==> config.mk <==
export PLATFORM = sky130hd
export DESIGN_NAME = button_conditioner
export DESIGN_NICKNAME = d
export VERILOG_FILES = /design/src/rtl/button_conditioner.sv
export SDC_FILE = /design/constraint.sdc
export NUM_CORES = 1
export LEC_CHECK = 0
export ABC_AREA = 1
export ABC_CLOCK_PERIOD_IN_PS = 2100
export CAP_MARGIN = 30
export CORE_MARGIN = 2
export CORE_UTILIZATION = 45
export CTS_BUF_LIST = sky130_fd_sc_hd__clkbuf_8
export CTS_CLUSTER_SIZE = 16
export DETAILED_ROUTE_END_ITERATION = 10
export MAX_ROUTING_LAYER = met4
export SLEW_MARGIN = 30
export SYNTH_ARGS = -nofsm -noshare
export SYNTH_HDL_FRONTEND = slang
export SYNTH_SLANG_ARGS = --single-unit
==> constraint.sdc <==
create_clock -name clk -period 2.1 [get_ports clk]
set_input_delay 0.315 -clock clk [delete_from_list [all_inputs] [get_ports clk]]
set_output_delay 0.315 -clock clk [all_outputs]
set_load 0.01 [all_outputs]
==> src/rtl/button_conditioner.sv <==
// Button conditioner: synchronizes, debounces and edge-detects three pushbuttons,
// with auto-repeat on the step button and fixed pulse priority reset > run/halt > step.
module button_conditioner #(
    parameter int unsigned DB_CYCLES     = 50000,
    parameter int unsigned REPEAT_DELAY  = 25000000,
    parameter int unsigned REPEAT_PERIOD = 5000000,
    parameter bit          ACTIVE_LOW    = 1'b1
) (
    input  logic       clk,
    input  logic       rst_n,
    input  logic       btn_step_raw,
    input  logic       btn_reset_raw,
    input  logic       btn_runhalt_raw,
    output logic       b_step,
    output logic       b_reset,
    output logic       b_runhalt,
    output logic [2:0] held
);

    localparam int unsigned N_CH    = 3;
    localparam int unsigned DB_W    = $clog2(DB_CYCLES);
    localparam int unsigned RPT_MAX = (REPEAT_DELAY > REPEAT_PERIOD) ? REPEAT_DELAY : REPEAT_PERIOD;
    localparam int unsigned RPT_W   = $clog2(RPT_MAX + 1);
    localparam logic [2:0]  IDLE_RAW = ACTIVE_LOW ? 3'b111 : 3'b000;

    // Channel order everywhere: bit 0 step, bit 1 reset, bit 2 run/halt.
    logic [2:0]      raw;
    logic [2:0]      sync1;
    logic [2:0]      sync2;
    logic [2:0]      pressed;
    logic [2:0]      db;
    logic [2:0]      db_q;
    logic [DB_W-1:0] db_cnt [N_CH];
    logic [RPT_W-1:0] rpt_cnt;
    logic            rpt_phase;
    logic [RPT_W-1:0] rpt_target;
    logic            rpt_fire;
    logic [2:0]      rise;

    assign raw     = {btn_runhalt_raw, btn_reset_raw, btn_step_raw};
    assign pressed = ACTIVE_LOW ? ~sync2 : sync2;
    assign held    = db;

    // Two-flop synchronizer; resets to the released pin level so a held button looks new.
    always_ff @(posedge clk or negedge rst_n) begin
        if (!rst_n) begin
            sync1 <= IDLE_RAW;
            sync2 <= IDLE_RAW;
        end else begin
            sync1 <= raw;
            sync2 <= sync1;
        end
    end

    // Per-channel debounce: level follows only after DB_CYCLES consecutive disagreeing samples.
    always_ff @(posedge clk or negedge rst_n) begin
        if (!rst_n) begin
            db <= '0;
            for (int i = 0; i < N_CH; i++) begin
                db_cnt[i] <= '0;
            end
        end else begin
            for (int i = 0; i < N_CH; i++) begin
                if (pressed[i] == db[i]) begin
                    db_cnt[i] <= '0;
                end else if (db_cnt[i] == DB_W'(DB_CYCLES - 1)) begin
                    db[i]     <= pressed[i];
                    db_cnt[i] <= '0;
                end else begin
                    db_cnt[i] <= db_cnt[i] + DB_W'(1);
                end
            end
        end
    end

    // Repeat target: initial delay first, then the shorter steady period.
    always_comb begin
        rpt_target = rpt_phase ? RPT_W'(REPEAT_PERIOD) : RPT_W'(REPEAT_DELAY);
        rpt_fire   = db[0] && (rpt_cnt == rpt_target);
        rise       = db & ~db_q;
    end

    // Step auto-repeat counter; reloads on every fire so it never passes its target.
    always_ff @(posedge clk or negedge rst_n) begin
        if (!rst_n) begin
            rpt_cnt   <= '0;
            rpt_phase <= 1'b0;
        end else if (!db[0]) begin
            rpt_cnt   <= '0;
            rpt_phase <= 1'b0;
        end else if (rpt_fire) begin
            rpt_cnt   <= RPT_W'(1);
            rpt_phase <= 1'b1;
        end else begin
            rpt_cnt   <= rpt_cnt + RPT_W'(1);
        end
    end

    // Registered one-cycle pulses with priority reset > run/halt > step; losers are dropped.
    always_ff @(posedge clk or negedge rst_n) begin
        if (!rst_n) begin
            db_q      <= '0;
            b_reset   <= 1'b0;
            b_runhalt <= 1'b0;
            b_step    <= 1'b0;
        end else begin
            db_q      <= db;
            b_reset   <= rise[1];
            b_runhalt <= rise[2] & ~rise[1];
            b_step    <= (rise[0] | rpt_fire) & ~rise[1] & ~rise[2];
        end
    end

endmodule

==> results of run 1 <==
-- where the power goes --
| part | switching (W) | internal (W) | leakage, nW |
|---|---|---|---|
| logic | 0.0000649 | 0.0000300 | 0.834 |
| registers | 0.0000142 | 0.00174 | 1.22 |
| clock network | 0.000606 | 0.000645 | 0.105 |
-- layout make-up --
class                   count  area [um^2]
multi-input cells         424         2090
repair buffers             13          135
flip-flops and latches     89         2230
clock buffers              12          165
well taps                 136          170
fillers                   978         5000
clock inverters             4         50.0
inverters                  76          285
-- cell families after synthesis --
logic type | synth area share [%]
DFF | 48.2
xor gates and xnor gates | 5.29
and+or+nand+nor | 35.1
buffers and inverters | 6.59
AOI/OAI and AO/OA | 3.46
adders and majority gates | 1.35
-- worst min path at each step --
stage / from / endpoint / cells past startpoint
floorplan: rst_n / b_reset / 0
global placement: rst_n / db_cnt[9] / 1
detailed placement: rst_n / db_cnt[9] / 1
CTS: btn_reset_raw / sync1[1] / 1
global route: btn_runhalt_raw / sync1[2] / 1
finish: btn_reset_raw / sync1[1] / 1
-- cell usage in the layout (no fill, tap or decap), types with 11 or more instances in the layout --
cell type  netlist  layout
nor2_1         129     129
nand2_1        125     125
dfrtp_1         83      83
inv_1           76      76
nand3_1         36      36
nor3_1          26      26
xor2_1          21      21
a21oi_1         16      16
clkbuf_8         0      12
nand4_1         11      11
nor3b_1         11      11
-- per-layer routing --
layer	vias up	global-route usage, %
met3	8	3.77
met4	0	6.76
met2	53	28.6
met5	-	-
met1	1721	24.8
li1	1899	-
-- flip-flops by register name (all words and copies together), names as in the netlist --
name / cells
db_q: 3
b_step: 1
rpt_cnt: 25
sync2: 3
rpt_phase: 1
held: 3
b_runhalt: 1
b_reset: 1
db_cnt: 48
sync1: 3
-- through the flow --
| step | utilization [%] | total power (W) |
|---|---|---|
| floorplan | - | 0.00182 |
| global placement | 48.4 | 0.00188 |
| detailed placement | 48.4 | 0.00188 |
| CTS | 50.6 | 0.00315 |
| global route | 50.6 | 0.00324 |
| finish | 50.6 | 0.00310 |
==> flow_summary.yaml, run 1 <==
worst_setup_path:
  slowest_stage: "clkdlybuf4s50_1"
  endpoint: "held[0]"
  worstPathArrival_ps: 1480
  path_depth: 1
  cp.required_ps: 1780
  critPathKind: "register to output port"
  slowest_delay_ps: 600
  startpoint: "held[0]"
  startpoint_type: "register"
  critPathCaptureType: "output port"
  crit_family: "buffers and inverters"
  reg2reg_depth: 9
  path_cells: "clkdlybuf4s50_1"
  crit_path_max_fanout: 9
  reg2reg_from: "rpt_cnt[0]"
  timing.rr.end: "rpt_cnt[21]"
  r2r_slack_ps: 490
  cp_num_buf_inv: 1
sta:
  setup_tns_ps: 0
  rsz0062_at_grt: "no"
  hold_viol_final: 0
  max_clock_freq_ghz: 0.556
  relSlewSlack_pct: 68.2
  setup_ws_ps: 302
  clock_skew_ps: 5.65
  final-setup-viol-count: 0
  worst-slew-pin-transition_ps: 474
  fin_hold_ws_ps: 351
  final.min_clock_period_ps: 1800
  slew_viol_final: 0
  fin_crit_sh_pct: 85.6
finish:
  stdcell_area_um2: 5130
  antenna_cells: 0
  final_cells: 754
  synthToLayoutAreaGrowth_pct: 10.8
  finalNetCount: 623
  drive_gt1_share_pct: 7.28
clock_network:
  clkLatencyLatePin_ps: 360
  cts_sinks: 89
  htreeDepth: 3
  postCtsSetupBuffers: 0
  cts-hold-fix-buffers: 1
  cts_buffer_depth: 2
  numCtsBuffers: 9
  post_cts_resized: 0
  cts_tree: "yes"
  cts.clk_slew.worst_paths_ps: 80
  clockRootBuffer: "clkbuf_8"
routing:
  top_layer: "met4"
  vias: 3681
  first_pass_iters: 4
  routed_wl_um: 9100
  met3_wirelength_um: 260
  post_drt_via_cell_ratio: 4.88
  postRouteAntennaNets: 0
  wl_per_cell_um: 12.1
  drc_errors: 0
  route.met2.wl_um: 4220
  wl_met1_um: 4510
  drtIter0Drc: 174
synth:
  synth_area_leaders: "dfrtp_1 45%, nor2_1 10%, nand2_1 10%"
  synth_edf_count: 0
  yosysWarnings: 0
  ys_async_sr_fraction_pct: 100
  synthFlopType: "dfrtp_1"
  ys_ff_latch: 89
  syn_area_um2: 4630
  synthCells: 592
  synth_seq_area_share_pct: 48.2
  synth_commonest_cells: "129 x nor2_1, 125 x nand2_1, 83 x dfrtp_1, 76 x inv_1, 36 x nand3_1"
  synth_cell_types: 32
  yosysMostFrequentCell: "nor2_1"
  syn_nets: 602
  yosysTopAreaCell: "dfrtp_1"
  synth.avg_cell_area_um2: 7.83
  synth_top_area_share_pct: 44.8
pwr:
  cellLeakagePower_nw: 2.15
  ir_worst_vdd_uv: 354
  p_per_area_nw_per_um2: 603
global_routing:
  grt_pass1_vias: 3569
  grt_antenna_before_repair: 0
  grt_start_max_net_pins: 45
  grt_util_all_layers_pct: 18.7
  grt_pass1_wl_um: 16200
  overflow: 0
placement:
  place.gp.congestion: 0.933
  place_ws_ps: 494
  dpl-instance-area_um2: 4910
  placedCellCount: 737
  hpwl_um: 6740
  numPortBuffers: 10
floorplan:
  num_rows: 37
  dieArea_um2: 11100
  die_h_um: 105
  start_util_pct: 45.7
  io_pins: 11
  fp.dieW_um: 105
  core_area_um2: 10100
worst_hold_path:
  holdCritPathClass: "input port to register"
flow_run:
  drv_cap: 0
run_status:
  outcome: "finished, final reports clean"
No activity file was read; power rests on OpenSTA's default activity.
==> run 2, diff against run 1 <==
--- a/config.mk
+++ b/config.mk
@@ -8,13 +8,12 @@
 export ABC_AREA = 1
 export ABC_CLOCK_PERIOD_IN_PS = 2100
 export CAP_MARGIN = 30
-export CORE_MARGIN = 2
 export CORE_UTILIZATION = 45
 export CTS_BUF_LIST = sky130_fd_sc_hd__clkbuf_8
 export CTS_CLUSTER_SIZE = 16
 export DETAILED_ROUTE_END_ITERATION = 10
 export MAX_ROUTING_LAYER = met4
-export SLEW_MARGIN = 30
+export SLEW_MARGIN = 5
 export SYNTH_ARGS = -nofsm -noshare
 export SYNTH_HDL_FRONTEND = slang
 export SYNTH_SLANG_ARGS = --single-unit
==> run 2 against run 1 <==
- final cell count shrank 0.40%
- power shrank 1.0%
- core utilization grew 1.3 points
- clock skew grew 13 ps
- clock power is essentially flat
- fmax shrank 2.7%
- hold slack lost 6.3 ps
- die area shrank 3.8%
- register-to-register slack lost 50 ps
- via count grew 1.3%
- first-iteration DRC count shrank 20%
- critical path depth is the same
- largest power group unchanged
==> flow_summary.yaml, run 2 (synthesis results as in run 1) <==
routing:
  drc_errors: 0
  wl_per_cell_um: 12.3
  drtIter0Drc: 139
  vias: 3728
  postRouteAntennaNets: 0
  first_pass_iters: 4
  post_drt_via_cell_ratio: 4.96
  routed_wl_um: 9200
worst_setup_path:
  path_cells: "clkdlybuf4s50_1"
  critPathCaptureType: "output port"
  cp.required_ps: 1780
  crit_path_max_fanout: 9
  reg2reg_depth: 9
  slowest_stage: "clkdlybuf4s50_1"
  worstPathArrival_ps: 1530
  crit_family: "buffers and inverters"
  reg2reg_from: "rpt_cnt[0]"
  timing.rr.end: "rpt_cnt[21]"
  cp_num_buf_inv: 1
  r2r_slack_ps: 440
  slowest_delay_ps: 610
  critPathKind: "register to output port"
  startpoint_type: "register"
worst_hold_path:
  holdCritPathClass: "input port to register"
  worstHoldPathCells: 1
  min_to: "sync1[2]"
  worstHoldStart: "btn_runhalt_raw"
floorplan:
  dieArea_um2: 10700
  num_rows: 36
  start_util_pct: 47.0
  core_area_um2: 9860
  die_h_um: 103
  fp.dieW_um: 103
  io_pins: 11
sta:
  worst-slew-pin-transition_ps: 424
  slew_viol_final: 0
  final.min_clock_period_ps: 1850
  fin_hold_ws_ps: 345
  rsz0062_at_grt: "no"
  max_clock_freq_ghz: 0.541
  fin_crit_sh_pct: 88.0
  clock_skew_ps: 18.6
  relSlewSlack_pct: 71.6
  final-setup-viol-count: 0
  setup_tns_ps: 0
  hold_viol_final: 0
pwr:
  internal-power_w: 0.00236
  cellLeakagePower_nw: 2.16
  p_seq_share_pct: 57.1
  p_sw_w: 0.000711
  sw_frac_of_total_pct: 23.2
  ir_worst_vdd_uv: 421
  p_clk_share_pct: 39.8
  pwr-share-comb_pct: 3.1
  p_per_area_nw_per_um2: 599
finish:
  regArea_um2: 2230
  regMostFlops: "db_cnt"
  finalNetCount: 623
  drive_gt1_share_pct: 7.12
  multiInputGateArea_um2: 2090
  fillers: 976
  stdcell_area_um2: 5120
  reg.largest.list: "db_cnt: 48 flops, rpt_cnt: 25 flops"
  final_cells: 751
  synthToLayoutAreaGrowth_pct: 10.5
  final_common_cell: "nor2_1"
  final_cell_mix: "129 x nor2_1, 125 x nand2_1, 83 x dfrtp_1"
  finish.utilization_pct: 51.9
  largest_reg_flops: 48
  antenna_cells: 0
global_routing:
  grt_pass1_wl_um: 16100
  grt_pass1_vias: 3516
  grt.met1_usage_pct: 26.7
  use_met2_pct: 31.0
  grt_start_max_net_pins: 43
  met3_usage_pct: 5.17
  overflow: 0
  top_usage_layer: "met2"
  grt_util_all_layers_pct: 20.5
  grt_antenna_before_repair: 0
run_status:
  outcome: "finished, final reports clean"
clock_network:
  htreeDepth: 3
  cts_tree: "yes"
  cts_buffer_depth: 2
  cts-hold-fix-buffers: 1
  numCtsBuffers: 9
  cts_sinks: 89
  post_cts_resized: 0
  postCtsSetupBuffers: 0
  cts.clk_slew.worst_paths_ps: 90
  clkLatencyLatePin_ps: 370
  clockRootBuffer: "clkbuf_8"
flow_run:
  drv_cap: 0
placement:
  placedCellCount: 734
  place.gp.congestion: 0.895
  hpwl_um: 6850
  numPortBuffers: 10
  dpl-instance-area_um2: 4910
-- run 2: area by class of cell --
type / count / area share [%]
inverter: 76 / 5.57
multi-input combinational: 424 / 40.9
timing repair buffer: 13 / 2.64
tap: 133 / 3.25
clock buffer: 10 / 2.69
clock inverter: 6 / 1.32
sequential: 89 / 43.6
-- run 2: per-stage QoR --
step / worst slack [ps] / power [W]
2_1_floorplan: 700 / 0.00182
3_3_place_gp: 537 / 0.00188
3_5_place_dp: 469 / 0.00188
4_1_cts: 223 / 0.00312
5_1_grt: 177 / 0.00320
6_report: 252 / 0.00307
-- run 2: worst max path at each step --
stage | from | endpoint | slack, ps | depth (start not counted)
floorplan | rpt_cnt[0] | rpt_cnt[16] | 700 | 10
global placement | rpt_cnt[0] | rpt_cnt[11] | 540 | 9
detailed placement | rpt_cnt[0] | rpt_cnt[21] | 470 | 9
CTS | held[0] | held[0] | 220 | 1
global route | held[0] | held[0] | 180 | 1
finish | held[0] | held[0] | 250 | 1
-- run 2: power by group through the flow --
| stage | combinational (W) | sequential [W] | clock, W |
|---|---|---|---|
| 2_1_floorplan | 0.0000391 | 0.00178 | 0 |
| 3_3_place_gp | 0.0000960 | 0.00178 | 0 |
| 3_5_place_dp | 0.0000978 | 0.00179 | 0 |
| 4_1_cts | 0.0000999 | 0.00175 | 0.00127 |
| 5_1_grt | 0.000112 | 0.00176 | 0.00133 |
| 6_report | 0.0000949 | 0.00175 | 0.00122 |
-- run 2: metal layers --
layer | part of all wire [%] | up-vias
met4 | 1.4 | 0
met5 | 0 | -
li1 | - | 1897
met1 | 48 | 1765
met3 | 4.3 | 12
met2 | 46 | 54
==> run 3, diff against run 2 <==
--- a/config.mk
+++ b/config.mk
@@ -12,7 +12,6 @@
 export CTS_BUF_LIST = sky130_fd_sc_hd__clkbuf_8
 export CTS_CLUSTER_SIZE = 16
 export DETAILED_ROUTE_END_ITERATION = 10
-export MAX_ROUTING_LAYER = met4
 export SLEW_MARGIN = 5
 export SYNTH_ARGS = -nofsm -noshare
 export SYNTH_HDL_FRONTEND = slang
==> run 3 against run 2 <==
- first-iteration DRC count fell by 2.9%
- count of clock-buffer cells in the layout did not move
- final cell count did not move
- core utilization did not move
- die area did not move
- clock skew barely moved
- power barely moved
- global-route usage fell by 0.66 points
==> flow_summary.yaml, run 3 (synthesis results as in run 1) <==
worst_setup_path:
  startpoint_type: "register"
  timing.rr.end: "rpt_cnt[21]"
  path_cells: "clkdlybuf4s50_1"
  reg2reg_from: "rpt_cnt[0]"
  critPathKind: "register to output port"
  crit_path_max_fanout: 9
  cp_num_buf_inv: 1
  reg2reg_depth: 9
  r2r_slack_ps: 440
  slowest_delay_ps: 610
  slowest_stage: "clkdlybuf4s50_1"
  worstPathArrival_ps: 1540
  cp.required_ps: 1780
  crit_family: "buffers and inverters"
  critPathCaptureType: "output port"
pwr:
  ir_worst_vdd_uv: 419
  p_per_area_nw_per_um2: 599
  cellLeakagePower_nw: 2.16
worst_hold_path:
  worstHoldPathCells: 1
  min_to: "sync1[2]"
  holdCritPathClass: "input port to register"
  worstHoldStart: "btn_runhalt_raw"
floorplan:
  fp.dieW_um: 103
  io_pins: 11
  core_area_um2: 9860
  num_rows: 36
  start_util_pct: 47.0
  die_h_um: 103
  dieArea_um2: 10700
finish:
  finish.utilization_pct: 51.9
  final_cell_mix: "129 x nor2_1, 125 x nand2_1, 83 x dfrtp_1"
  final_common_cell: "nor2_1"
  largest_reg_flops: 48
  finalNetCount: 623
  drive_gt1_share_pct: 7.12
  reg.largest.list: "db_cnt: 48 flops, rpt_cnt: 25 flops"
  synthToLayoutAreaGrowth_pct: 10.5
  regMostFlops: "db_cnt"
  fillers: 976
  antenna_cells: 0
sta:
  slew_viol_final: 0
  clock_skew_ps: 18.2
  relSlewSlack_pct: 71.6
  max_clock_freq_ghz: 0.540
  setup_ws_ps: 250
  fin_crit_sh_pct: 88.1
  hold_viol_final: 0
  rsz0062_at_grt: "no"
  final.min_clock_period_ps: 1850
  worst-slew-pin-transition_ps: 424
  setup_tns_ps: 0
  final-setup-viol-count: 0
global_routing:
  overflow: 0
  grt_pass1_wl_um: 16100
  grt_util_all_layers_pct: 19.8
  grt_start_max_net_pins: 43
  grt_antenna_before_repair: 0
  grt_pass1_vias: 3514
routing:
  drc_errors: 0
  wl_per_cell_um: 12.3
  drtIter0Drc: 135
  routed_wl_um: 9200
  post_drt_via_cell_ratio: 4.97
  vias: 3735
  first_pass_iters: 4
  postRouteAntennaNets: 0
clock_network:
  cts_buffer_depth: 2
  clkLatencyLatePin_ps: 370
  clockRootBuffer: "clkbuf_8"
  htreeDepth: 3
  numCtsBuffers: 9
  post_cts_resized: 0
  cts.clk_slew.worst_paths_ps: 90
  cts_tree: "yes"
  cts_sinks: 89
placement:
  place.gp.congestion: 0.881
  place_ws_ps: 469
  hpwl_um: 6850
  numPortBuffers: 10
run_status:
  outcome: "finished, final reports clean"
flow_run:
  drv_cap: 0
## run 3: cell counts in the layout (fill, tap and decap cells not counted)
No cell type changed its count.
## run 3: final cells by class
class	count	area [um^2]	area share [%]
inverters	76	285	5.57
multi-input cells	424	2090	40.9
repair buffers	13	135	2.64
well taps	133	166	3.25
clock buffers	10	138	2.69
flip-flops and latches	89	2230	43.6
clock inverters	6	67.6	1.32
## run 3: worst max path at each step
stage | slack, ps | from | cells after the start | endpoint
2_1_floorplan | 700 | rpt_cnt[0] | 10 | rpt_cnt[16]
3_5_place_dp | 470 | rpt_cnt[0] | 9 | rpt_cnt[21]
6_report | 250 | held[0] | 1 | held[0]
5_1_grt | 180 | held[0] | 1 | held[0]
4_1_cts | 220 | held[0] | 1 | held[0]
3_3_place_gp | 540 | rpt_cnt[0] | 9 | rpt_cnt[11]
## run 3: timing repair
item | CTS | global route
hold buffers | 1 | 0
hold endpoints to repair | 24 | 0
buffers inserted | 0 | 0
## run 3: per-layer routing
| layer | global-route usage (%) | vias up | wire, um |
|---|---|---|---|
| met5 | 0 | - | 0 |
| met2 | 31.0 | 47 | 4220 |
| met3 | 4.77 | 12 | 355 |
| met1 | 26.7 | 1777 | 4480 |
| li1 | - | 1899 | - |
| met4 | 7.69 | 0 | 150 |
## run 3: power breakdown
group / internal (W) / switching (W)
Sequential: 0.00174 / 0.0000148
Clock: 0.000589 / 0.000630
Combinational: 0.0000303 / 0.0000646
Total: 0.00236 / 0.000710
## run 3: stage by stage
stage | power (W) | hold slack, ps | cell area (um^2) | std cells
CTS | 0.00312 | 326 | 5120 | 751
global placement | 0.00188 | 257 | 4910 | 734
global route | 0.00320 | 323 | 5120 | 751
finish | 0.00307 | 343 | 5120 | 751
floorplan | 0.00182 | 19.4 | 4630 | 592
detailed placement | 0.00188 | 259 | 4910 | 734
